===== config.mk =====
export PLATFORM = sky130hd
export DESIGN_NAME = qdiv
export DESIGN_NICKNAME = d
export VERILOG_FILES = /design/src/rtl/qdiv.sv
export SDC_FILE = /design/constraint.sdc
export NUM_CORES = 1
export LEC_CHECK = 0
export CAP_MARGIN = 20
export CORE_MARGIN = 4
export CORE_UTILIZATION = 45
export CTS_BUF_LIST = sky130_fd_sc_hd__clkbuf_8
export DETAILED_ROUTE_END_ITERATION = 16
export GPL_TIMING_DRIVEN = 1
export PLACE_DENSITY = 0.68
export REMOVE_ABC_BUFFERS = 1
export SETUP_SLACK_MARGIN = 0.4
export SLEW_MARGIN = 10
export SYNTH_ARGS = -nofsm -noshare
export SYNTH_HDL_FRONTEND = slang
export SYNTH_SLANG_ARGS = --single-unit

===== constraint.sdc =====
create_clock -name clk -period 2.9 [get_ports clk]
set_input_delay 0.87 -clock clk [delete_from_list [all_inputs] [get_ports clk]]
set_output_delay 0.87 -clock clk [all_outputs]
set_load 0.005 [all_outputs]

===== src/rtl/qdiv.sv =====
// qdiv: sequential signed restoring divider, one quotient bit per clock, then sign fix-up.
// Define QDIV_SAT_EN for saturating divide-by-zero / overflow results instead of wrap/all-ones.
module qdiv #(
  parameter int N = 8
) (
  input  logic         clk,
  input  logic         rst,
  input  logic         input_vld,
  input  logic [N-1:0] dividend_din,
  input  logic [N-1:0] divisor_din,
  output logic [N-1:0] quotient_dout,
  output logic [N-1:0] remainder_dout,
  output logic         dout_vld,
  output logic         div_zero,
  output logic         div_ovf,
  output logic         div_end
);

  typedef enum logic [1:0] {
    IDLE = 2'd0,
    CALC = 2'd1,
    FIX  = 2'd2
  } state_t;

  localparam logic [N-1:0] MIN_VAL = {1'b1, {(N-1){1'b0}}};
  localparam logic [N-1:0] MAX_VAL = {1'b0, {(N-1){1'b1}}};
  localparam logic [5:0]   LAST_IT = 6'(N - 1);

  state_t       state, state_nxt;
  logic [5:0]   cnt;
  logic [N:0]   pr;        // partial remainder, one extra bit keeps the trial sign
  logic [N-1:0] dq;        // dividend magnitude shifting out, quotient bits shifting in
  logic [N-1:0] dvs_mag;
  logic [N-1:0] dvd_raw;
  logic         neg_q, neg_r, zero_f, ovf_f;

  logic [N:0]   shifted, trial;
  logic [N-1:0] dvd_abs, dvs_abs, q_fix, r_fix;
  logic         accept;

  assign accept  = (state == IDLE) && input_vld;
  assign div_end = (state == IDLE);

  // NOTE: every signal driven in always_comb gets a default first, so no path leaves it unassigned and no latch is inferred.
  always_comb begin
    state_nxt = state;
    case (state)
      IDLE:    if (input_vld) state_nxt = CALC;
      CALC:    if (cnt == LAST_IT) state_nxt = FIX;
      FIX:     state_nxt = IDLE;
      default: state_nxt = IDLE;
    endcase
  end

  always_comb begin
    dvd_abs = dividend_din[N-1] ? -dividend_din : dividend_din;
    dvs_abs = divisor_din[N-1]  ? -divisor_din  : divisor_din;
    shifted = {pr[N-1:0], dq[N-1]};
    trial   = shifted - {1'b0, dvs_mag};

    q_fix = neg_q ? -dq : dq;
    r_fix = neg_r ? -pr[N-1:0] : pr[N-1:0];
    if (zero_f) begin
`ifdef QDIV_SAT_EN
      q_fix = neg_r ? MIN_VAL : MAX_VAL;
      r_fix = '0;
`else
      q_fix = '1;
      r_fix = dvd_raw;
`endif
    end else if (ovf_f) begin
`ifdef QDIV_SAT_EN
      q_fix = MAX_VAL;
`else
      q_fix = MIN_VAL;
`endif
      r_fix = '0;
    end
  end

  // NOTE: sequential state uses non-blocking assignments so every register samples pre-edge values.
  always_ff @(posedge clk) begin
    if (rst) begin
      state          <= IDLE;
      cnt            <= '0;
      pr             <= '0;
      dq             <= '0;
      dvs_mag        <= '0;
      dvd_raw        <= '0;
      neg_q          <= 1'b0;
      neg_r          <= 1'b0;
      zero_f         <= 1'b0;
      ovf_f          <= 1'b0;
      quotient_dout  <= '0;
      remainder_dout <= '0;
      dout_vld       <= 1'b0;
      div_zero       <= 1'b0;
      div_ovf        <= 1'b0;
    end else begin
      state    <= state_nxt;
      dout_vld <= 1'b0;
      case (state)
        IDLE: if (accept) begin
          neg_r   <= dividend_din[N-1];
          neg_q   <= dividend_din[N-1] ^ divisor_din[N-1];
          dq      <= dvd_abs;
          dvs_mag <= dvs_abs;
          dvd_raw <= dividend_din;
          pr      <= '0;
          zero_f  <= (divisor_din == '0);
          ovf_f   <= (dividend_din == MIN_VAL) && (divisor_din == '1);
          cnt     <= '0;
        end
        CALC: begin
          cnt <= cnt + 6'd1;
          if (!trial[N]) begin
            pr <= trial;
            dq <= {dq[N-2:0], 1'b1};
          end else begin
            pr <= shifted;
            dq <= {dq[N-2:0], 1'b0};
          end
        end
        FIX: begin
          quotient_dout  <= q_fix;
          remainder_dout <= r_fix;
          div_zero       <= zero_f;
          div_ovf        <= ovf_f;
          dout_vld       <= 1'b1;
        end
        default: ;
      endcase
    end
  end

endmodule

# After elaboration in Yosys (flattened, before gate mapping)

Index checks and enable logic that the tools add are counted.
W data, S select, Z words.

Output and inout bits: 20
Flip-flop bits (word level): 63
Bits of input ports: 19
Logic and storage cells: 58

Equality and inequality tests: 8
Add/subtract/negate cells: 6
Muxes and demuxes: 20
Bitwise gates (word level): 1
Reductions and logical operators: 8

Operators by type and width:

| kind                  | count |
|---|---|
| $mux W8               | 11 |
| $neg A8 Y8            | 4 |
| $pmux W8 S2           | 2 |
| $eq A8 B8 Y1 const B  | 2 |
| $pmux W6 S2           | 1 |
| $sub A9 B8 Y9         | 1 |
| $logic_not A8 Y1      | 1 |
| $add A6 B1 Y6 const B | 1 |
| $eq A6 B3 Y1 const B  | 1 |
| $mux W6               | 1 |
| $reduce_and A2 Y1     | 3 |
| $mux W2               | 2 |
| $ne A2 B2 Y1 const B  | 2 |
| $pmux W2 S2           | 1 |
| $eq A2 B1 Y1 const B  | 1 |
| $eq A2 B2 Y1 const B  | 1 |
| $logic_and A1 B1 Y1   | 2 |
| $logic_not A2 Y1      | 1 |
| $mux W1               | 2 |
| $ne A2 B1 Y1 const B  | 1 |
| $reduce_bool A2 Y1    | 1 |
| $xor A1 B1 Y1         | 1 |

# Logic depth before layout (Yosys ltp)

Gate-level depths: netlist of run 1.

Word-level depth: 4
Gate-level depth with buffers: 11
Mapped depth without buffers: 10

# Least setup slack after synthesis of run 1

No wires, ideal clock.

Kind: register to register
Start: reg dq[7]
End: reg pr[1]
Buffers on the path: 1
Data required time: 2.774 ns
Clock period less this slack: 2.165 ns
Library setup time: 0.126 ns
Stages on the path, launching flop included: 12
Data arrival time: 2.039 ns
Setup slack: 0.735 ns
Cells stage by stage: dfxtp_1 -> inv_1 -> ha_1 -> inv_1 -> fa_1 -> a21oi_1 -> o211ai_1 -> nand2_1 -> xor2_1 -> buf_2 -> mux2i_1 -> o21ai_0

Longest elaborated chain between the ends: 3

Ends and longest elaborated chain:

| what                     | line | source |
|---|---|---|
| start: declaration       | 32   | `logic [N-1:0] dq;` |
| start signal: assignment | 106  | `dq <= dvd_abs;` |
| start signal: assignment | 118  | `dq <= {dq[N-2:0], 1'b1};` |
| start signal: assignment | 121  | `dq <= {dq[N-2:0], 1'b0};` |
| $sub A9 B8 Y9            | 59   | `trial = shifted - {1'b0, dvs_mag};` |
| $mux W8                  | 116  | `if (!trial[N]) begin` |
| $pmux W8 S2              | 102  | `case (state)` |
| end signal: assignment   | 117  | `pr <= trial;` |
| end signal: assignment   | 120  | `pr <= shifted;` |
| end: declaration         | 31   | `logic [N:0] pr;` |

No other way between the ends.
A chain may end at the register's enable or synchronous reset.

# Final worst setup path of run 1

Start: in dividend_din[3]
End: reg dq[5]

Longest elaborated chain between the ends: 4

Ends and longest elaborated chain:

| what               | line | source |
|---|---|---|
| start: declaration | 9    | `input logic [N-1:0] dividend_din,` |
| $neg A8 Y8         | 56   | `dvd_abs = dividend_din[N-1] ? -dividend_din : dividend_din;` |
| $mux W8            | 56   |  |
| $mux W8            | 103  | `IDLE: if (accept) begin` |
| $pmux W8 S2        | 102  |  |

No other way between the ends. The select of a mux whose other input is x is not followed.

==> summary.txt, run 1 <==
STA
  – Fin. Hold Viols: 0
  – Max Slew Vio Count: 0
  – Endpoints failing setup: 0
  – Crit path time final: 2.36 ns
  – Fin Setup TNS: 0 ns
  – Skew final: approximately 0.012 ns
  – Unrepaired setup endpoints after global routing: false
  – Fin Hold WS: between 0.4 and 0.5 ns
  – Worst-margin pin slew: between 0.6 and 0.7 ns
  – Final period utilization: 81.5%
  – Fmax: 423 MHz
  – Slew headroom: between 50% and 60%

Final layout
  – Fin area: slightly below 4000 um2
  – Fin nets: 471
  – Area Overhead vs Synth: 20.8%
  – Fillers: 658
  – Final non-filler cell total: 538
  – N_diodes: 0
  – Fraction of layout cells with a size suffix above 1: 7.47%

Placement
  – # placed instances: between 500 and 600
  – Post-DP HPWL: between 5000 and 6000 um
  – Placement Cell Area: between 3000 and 4000 um2
  – I/O Buffers: 38
  – GP Congestion: between 0.8 and 0.9

Logic synthesis
  – Count leader, synth: dfxtp_1
  – Ys Warns: 0
  – Synth top area share: 37.9%
  – Number of flops mapped to enable cells by yosys: 0
  – Sequential-to-total area share from yosys stat: 37.9%
  – Mapped Cells: between 400 and 500
  – Synthesized area: roughly 3300 um2
  – Primary FF master, synth: dfxtp_1
  – Distinct cells, synth: 45
  – Ys async rst share: 0%
  – Seq cells post-synth: 62
  – Area leader, netlist: dfxtp_1
  – Syn Area/Cell: ~8.1 um2
  – Area contributors post-synth: dfxtp_1 (38%), nor2_1 (5.6%), ha_1 (5.3%)
  – Most frequent cells after synthesis: dfxtp_1 (62), nor2_1 (49), nand2_1 (42), a21oi_1 (25), o21ai_0 (25)

Die
  – Std-Cell Core Area: just under 7000 um2
  – Die span in x: between 90 and 100 um
  – IO Count: 39
  – Die H: between 90 and 100 um
  – Die area: just under 9000 um2
  – Site Rows: 30
  – Initial Util: between 40 and 50%

Worst hold path
  – Worst Min Path Start: div_zero$_SDFFE_PP0P_
  – Min-Delay Endpoint: div_zero$_SDFFE_PP0P_
  – Hold Crit Depth: 2
  – Min-delay worst type: reg -> reg

Drt
  – Avg Vias per Cell: 5.49
  – Final WL: 7770 um
  – DRC errors left: 0
  – Final ANT Viol Nets: 0
  – Wire per inst: about 14 um
  – Drt first pass iters: 4
  – Iter 0 DRT Violations: approximately 130
  – Via count: roughly 3000

Critical path
  – Worst reg2reg setup slack: between 0.6 and 0.7 ns
  – Worst path cell trace: clkdlybuf4s50_1, or3_1, o31ai_2, xnor2_1, a21oi_1, a2111oi_1
  – Critical R2R Launch: dq[7]$_SDFFE_PP0P_
  – Crit-path max cell delay: 0.50 ns
  – CP Capture Type: flop
  – Reg2Reg Depth: 11
  – Worst endpoint data arrival time: approximately 2.6 ns
  – Crit Path Class: in -> reg
  – WP data required: between 3 and 4 ns
  – Worst reg2reg endpoint: pr[5]$_SDFFE_PP0P_
  – Crit path max-delay cell type: clkdlybuf4s50_1
  – Crit start category: primary input
  – Max FO, Critical Path: 5

GRT
  – Pin count of the biggest net entering global routing: 38
  – Congestion Overflow GR: 0
  – Total Routing Usage GR: 18.5%
  – Vias in the first global route: about 2800
  – First-pass GRT wire length: approximately 13000 um
  – Initial antenna violation count: 0

Pwr
  – Overall power: ~0.0021 W
  – Static leakage: between 1 and 1.5 nW
  – Psw: 0.000607 W
  – Combinational group share of total power: roughly 20%
  – Power density cells: between 500 and 600 nW/um2
  – Internal power: 0.00153 W
  – Net Sw Frac: ~28%
  – Clock Power Share: 35.9%
  – Worst vdd ir: 0.240 mV
  – Seq pwr share: between 40% and 50%

Clock tree
  – Clock root buffer: clkbuf_8
  – CTS Buf Count: 9
  – Hold buffer count at CTS: 0
  – Htree depth: 3
  – Sink Count: just over 60
  – Post_cts resized: 0
  – Clock slew at reported path FFs: approximately 0.07 ns
  – CTS tree: yes
  – Setup bufs post-CTS: 0
  – Clock Tree Buf Depth: 2
  – Worst-skew pair later-pin latency: ~0.34 ns

Run status
  – Outcome: finished, final reports clean

Job
  – Max Cap Viol: 0
## cell families after synthesis
group                    Yosys count  share of synthesized area [%]
AND/OR/NAND/NOR                  141                           19.7
adder cells (fa/ha/maj)           15                           5.96
AO/OA/AOI/OAI                    101                           20.8
multiplexers                       9                           2.79
XOR/XNOR                          28                           7.48
buffers and inverters             47                           5.42
flip-flops                        62                           37.9
## layout by cell type (no fill, tap or decap), types with 14 or more instances in the layout
| master | count |
|---|---|
| a21oi_1 | 24 |
| xnor2_1 | 18 |
| dfxtp_1 | 62 |
| clkdlybuf4s50_1 | 37 |
| nor3_1 | 14 |
| ha_1 | 14 |
| inv_1 | 24 |
| o21ai_0 | 25 |
| nand2_1 | 42 |
| nor2_1 | 49 |
## power groups by stage
stage | Combinational (W) | Sequential [W] | Clock, W
floorplan | 0.000302 | 0.000941 | 0
global placement | 0.000421 | 0.000951 | 0
detailed placement | 0.000430 | 0.000953 | 0
CTS | 0.000432 | 0.000934 | 0.000779
global route | 0.000484 | 0.000939 | 0.000827
finish | 0.000434 | 0.000934 | 0.000767
## metal layers
layer / vias up / share of wire (%) / global-route usage [%]
li1: 1494 / - / -
met1: 1383 / 45 / 23.0
met2: 66 / 48 / 31.3
met3: 10 / 5.9 / 4.10
met4: 0 / 1.2 / 6.59
met5: - / 0 / 0
## layout make-up
cell class,instances,area (um2),share of cell area [%]
Clock buffer,11,151,3.82
Multi-Input combinational cell,294,1870,47.2
Sequential cell,62,1240,31.4
Inverter,23,86.3,2.18
Clock inverter,5,48.8,1.23
Tap cell,96,120,3.03
Timing Repair Buffer,47,443,11.2
## sequential cells by signal, indices dropped and copies added (netlist names)
register	count
zero_f	1
div_ovf	1
quotient_dout	8
div_zero	1
cnt	6
dq	8
dvd_raw	8
ovf_f	1
pr	8
dout_vld	1
remainder_dout	8
dvs_mag	8
neg_q	1
state	2
## worst max-delay path by stage
stage	cells past startpoint	slack, ns	end	start
finish	6	0.54	dq[5]$_SDFFE_PP0P_	dividend_din[3]
global placement	6	0.26	dq[5]$_SDFFE_PP0P_	dividend_din[3]
detailed placement	6	0.12	dq[5]$_SDFFE_PP0P_	dividend_din[3]
floorplan	10	0.43	pr[0]$_SDFFE_PP0P_	dq[7]$_SDFFE_PP0P_
global route	11	0.43	pr[5]$_SDFFE_PP0P_	dq[7]$_SDFFE_PP0P_
CTS	6	0.50	dq[5]$_SDFFE_PP0P_	dividend_din[3]
## through the flow
step | setup slack, ns | util, %
after floorplan | 0.432 | -
after global placement | 0.258 | 54.0
after detailed placement | 0.124 | 54.0
after CTS | 0.497 | 56.9
after global routing | 0.431 | 57.0
final | 0.537 | 57.0
## worst max-delay path, delay by kind of cell
family	cells	cell delay, ns
xor gates and xnor gates	1	0.15
buffers and inverters	1	0.50
and+or+nand+nor	1	0.40
AOI/OAI and AO/OA	3	0.66
Note: power is estimated with default switching activity, not from simulation.
==> run 2: changes to the inputs <==
PLACE_DENSITY = 0.7   (was 0.68)
clock period = 2.1 ns   (was 2.9 ns; I/O delays follow)
==> summary.txt, run 2 (synthesized netlist as in run 1, its figures left out) <==
Run status
  – Outcome: finished, final reports clean

GRT
  – Congestion Overflow GR: 0 (unchanged)
  – Pin count of the biggest net entering global routing: 42 (+11%)
  – Initial antenna violation count: 0 (unchanged)
  – Total Routing Usage GR: 20.0% (+1.5 points)
  – Vias in the first global route: 2962 (+7.3%)
  – First-pass GRT wire length: 13700 um (+6.5%)

Final layout
  – Fin nets: 502 (+6.6%)
  – Fin area: 4360 um2 (+10%)
  – N_diodes: 0 (unchanged)
  – Area Overhead vs Synth: 33.1%
  – Most frequent cells in the layout: dfxtp_1 (53), nor2_1 (48), nand2_1 (41)
  – Most common cell after layout, fill and taps aside: dfxtp_1
  – Final Util: 62.8% (+5.8 points)
  – Fraction of layout cells with a size suffix above 1: 21.4% (+14 points)
  – Final non-filler cell total: 568 (+5.6%)

Drt
  – DRC errors left: 0 (unchanged)
  – Via count: 3107 (+5.2%)
  – Avg Vias per Cell: 5.47 (-0.34%)
  – Iter 0 DRT Violations: 155 (+22%)
  – Final WL: 8510 um (+9.6%)
  – Drt first pass iters: 5 (+1)
  – Final ANT Viol Nets: 0 (unchanged)
  – Wire per inst: 15.0 um (+3.8%)

Clock tree
  – CTS Buf Count: 9 (unchanged)
  – Sink Count: 62 (unchanged)
  – Clock Tree Buf Depth: 2 (unchanged)
  – CTS tree: yes
  – Clock slew at reported path FFs: 0.07 ns (about the same)
  – Worst-skew pair later-pin latency: 0.35 ns (about the same)
  – Clock root buffer: clkbuf_8
  – Htree depth: 3 (unchanged)

Placement
  – Placement Cell Area: 3940 um2 (+5.1%)
  – GP Congestion: 0.901 (+1.2%)
  – # placed instances: 546 (+4.6%)
  – Post-DP HPWL: 5890 um (+4.0%)
  – I/O Buffers: 38 (unchanged)

Die
  – IO Count: 39 (unchanged)
  – Die span in x: 93.3 um (unchanged)
  – Die area: 8710 um2 (unchanged)
  – Initial Util: 47.2% (unchanged)
  – Die H: 93.3 um (unchanged)
  – Std-Cell Core Area: 6940 um2 (unchanged)
  – Site Rows: 30 (unchanged)

Worst hold path
  – Hold Crit Depth: 2 (unchanged)
  – Min-delay worst type: reg -> reg
  – Worst Min Path Start: div_ovf$_SDFFE_PP0P_
  – Min-Delay Endpoint: div_ovf$_SDFFE_PP0P_

Critical path
  – Worst reg2reg endpoint: pr[6]$_SDFFE_PP0P_
  – Max FO, Critical Path: 7 (+2)
  – CP Capture Type: flop
  – WP data required: 2.32 ns (-0.80 ns)
  – Reg2Reg Depth: 12 (+1)
  – Critical R2R Launch: dq[7]$_SDFFE_PP0P_
  – Worst endpoint data arrival time: 2.31 ns (-0.27 ns)
  – Worst setup startpoint: dq[7]$_SDFFE_PP0P_
  – Crit Path Class: reg -> reg
  – Worst reg2reg setup slack: 0.006 ns (-0.62 ns)
  – Crit start category: flop

STA
  – Crit path time final: between 2 and 2.5 ns
  – Endpoints failing setup: 0 (unchanged)
  – Fin. Hold Viols: 0 (unchanged)
  – Slew headroom: 57.7% (+1.5 points)
  – Max Slew Vio Count: 0 (unchanged)
  – Skew final: 0.0114 ns (-0.000403 ns)
  – Final period utilization: approximately 100%
  – Worst-margin pin slew: 0.635 ns (-0.0232 ns)
  – Unrepaired setup endpoints after global routing: true
  – Fmax: 478 MHz

Pwr
  – Power density cells: 731 nW/um2 (+36%)
  – Static leakage: 1.80 nW (+20%)
  – Worst vdd ir: 0.293 mV (+22%)

Job
  – Max Cap Viol: 0 (unchanged)
[run 2: worst max-delay path, stage by stage, from the launching register on]
cell and delay, ns:
dfxtp_2 0.32, inv_2 0.07, ha_4 0.13, inv_2 0.04
fa_2 0.38, a21oi_4 0.16, o211ai_1 0.10, nand2_1 0.12
xor2_2 0.09, buf_6 0.15, buf_4 0.13, a32oi_1 0.17
o31ai_1 0.10
[run 2: per-layer routing]
layer	GRT usage [%]	wire length [um]	up-vias
met1	24.2	3790	1455
met2	33.5	4180	91
met3	4.59	456	8
li1	-	-	1553
met5	0	0	-
met4	9.16	85	0
[run 2: power by group]
group	leakage, nW	total [W]	internal (W)	switching [W]
Clock	0.104	0.00111	0.000637	0.000471
Sequential	0.509	0.00130	0.00123	0.0000674
Combinational	1.19	0.000785	0.000402	0.000383
[run 2: cell type report]
cell class,count,area [um2]
Inverter,23,86.3
Multi-Input combinational cell,294,2020
Clock buffer,12,165
Fill cell,610,2580
Clock inverter,3,42.5
Tap cell,96,120
Sequential cell,62,1260
Timing Repair Buffer,78,673
[run 2: metrics by stage]
| step | power, W | worst slack, ns | setup TNS (ns) | hold WS (ns) |
|---|---|---|---|---|
| 6_report | 0.00319 | 0.00635 | 0 | 0.454 |
| 2_1_floorplan | 0.00172 | -0.368 | -2.78 | 0.430 |
| 5_1_grt | 0.00333 | -0.139 | -0.900 | 0.476 |
| 3_3_place_gp | 0.00195 | -0.248 | -1.30 | 0.445 |
| 4_1_cts | 0.00312 | -0.0214 | -0.0214 | 0.454 |
| 3_5_place_dp | 0.00196 | -0.309 | -1.87 | 0.446 |
[run 2: repair_timing]
item	4_1_cts	5_1_grt
endpoints found under the setup margin	44	30
pin swaps	16	13
buffers inserted	3	4
endpoints found under the hold margin	0	0
gates resized for setup	68	30
hold buffers	0	0
[run 2: worst max path at each step]
stage	end	slack [ns]	depth (start not counted)
after floorplan	pr[0]$_SDFFE_PP0P_	-0.37	10
after global placement	dq[5]$_SDFFE_PP0P_	-0.25	6
after detailed placement	dq[5]$_SDFFE_PP0P_	-0.31	6
after CTS	pr[4]$_SDFFE_PP0P_	-0.02	11
after global routing	pr[6]$_SDFFE_PP0P_	-0.14	12
final	pr[6]$_SDFFE_PP0P_	0.006	12
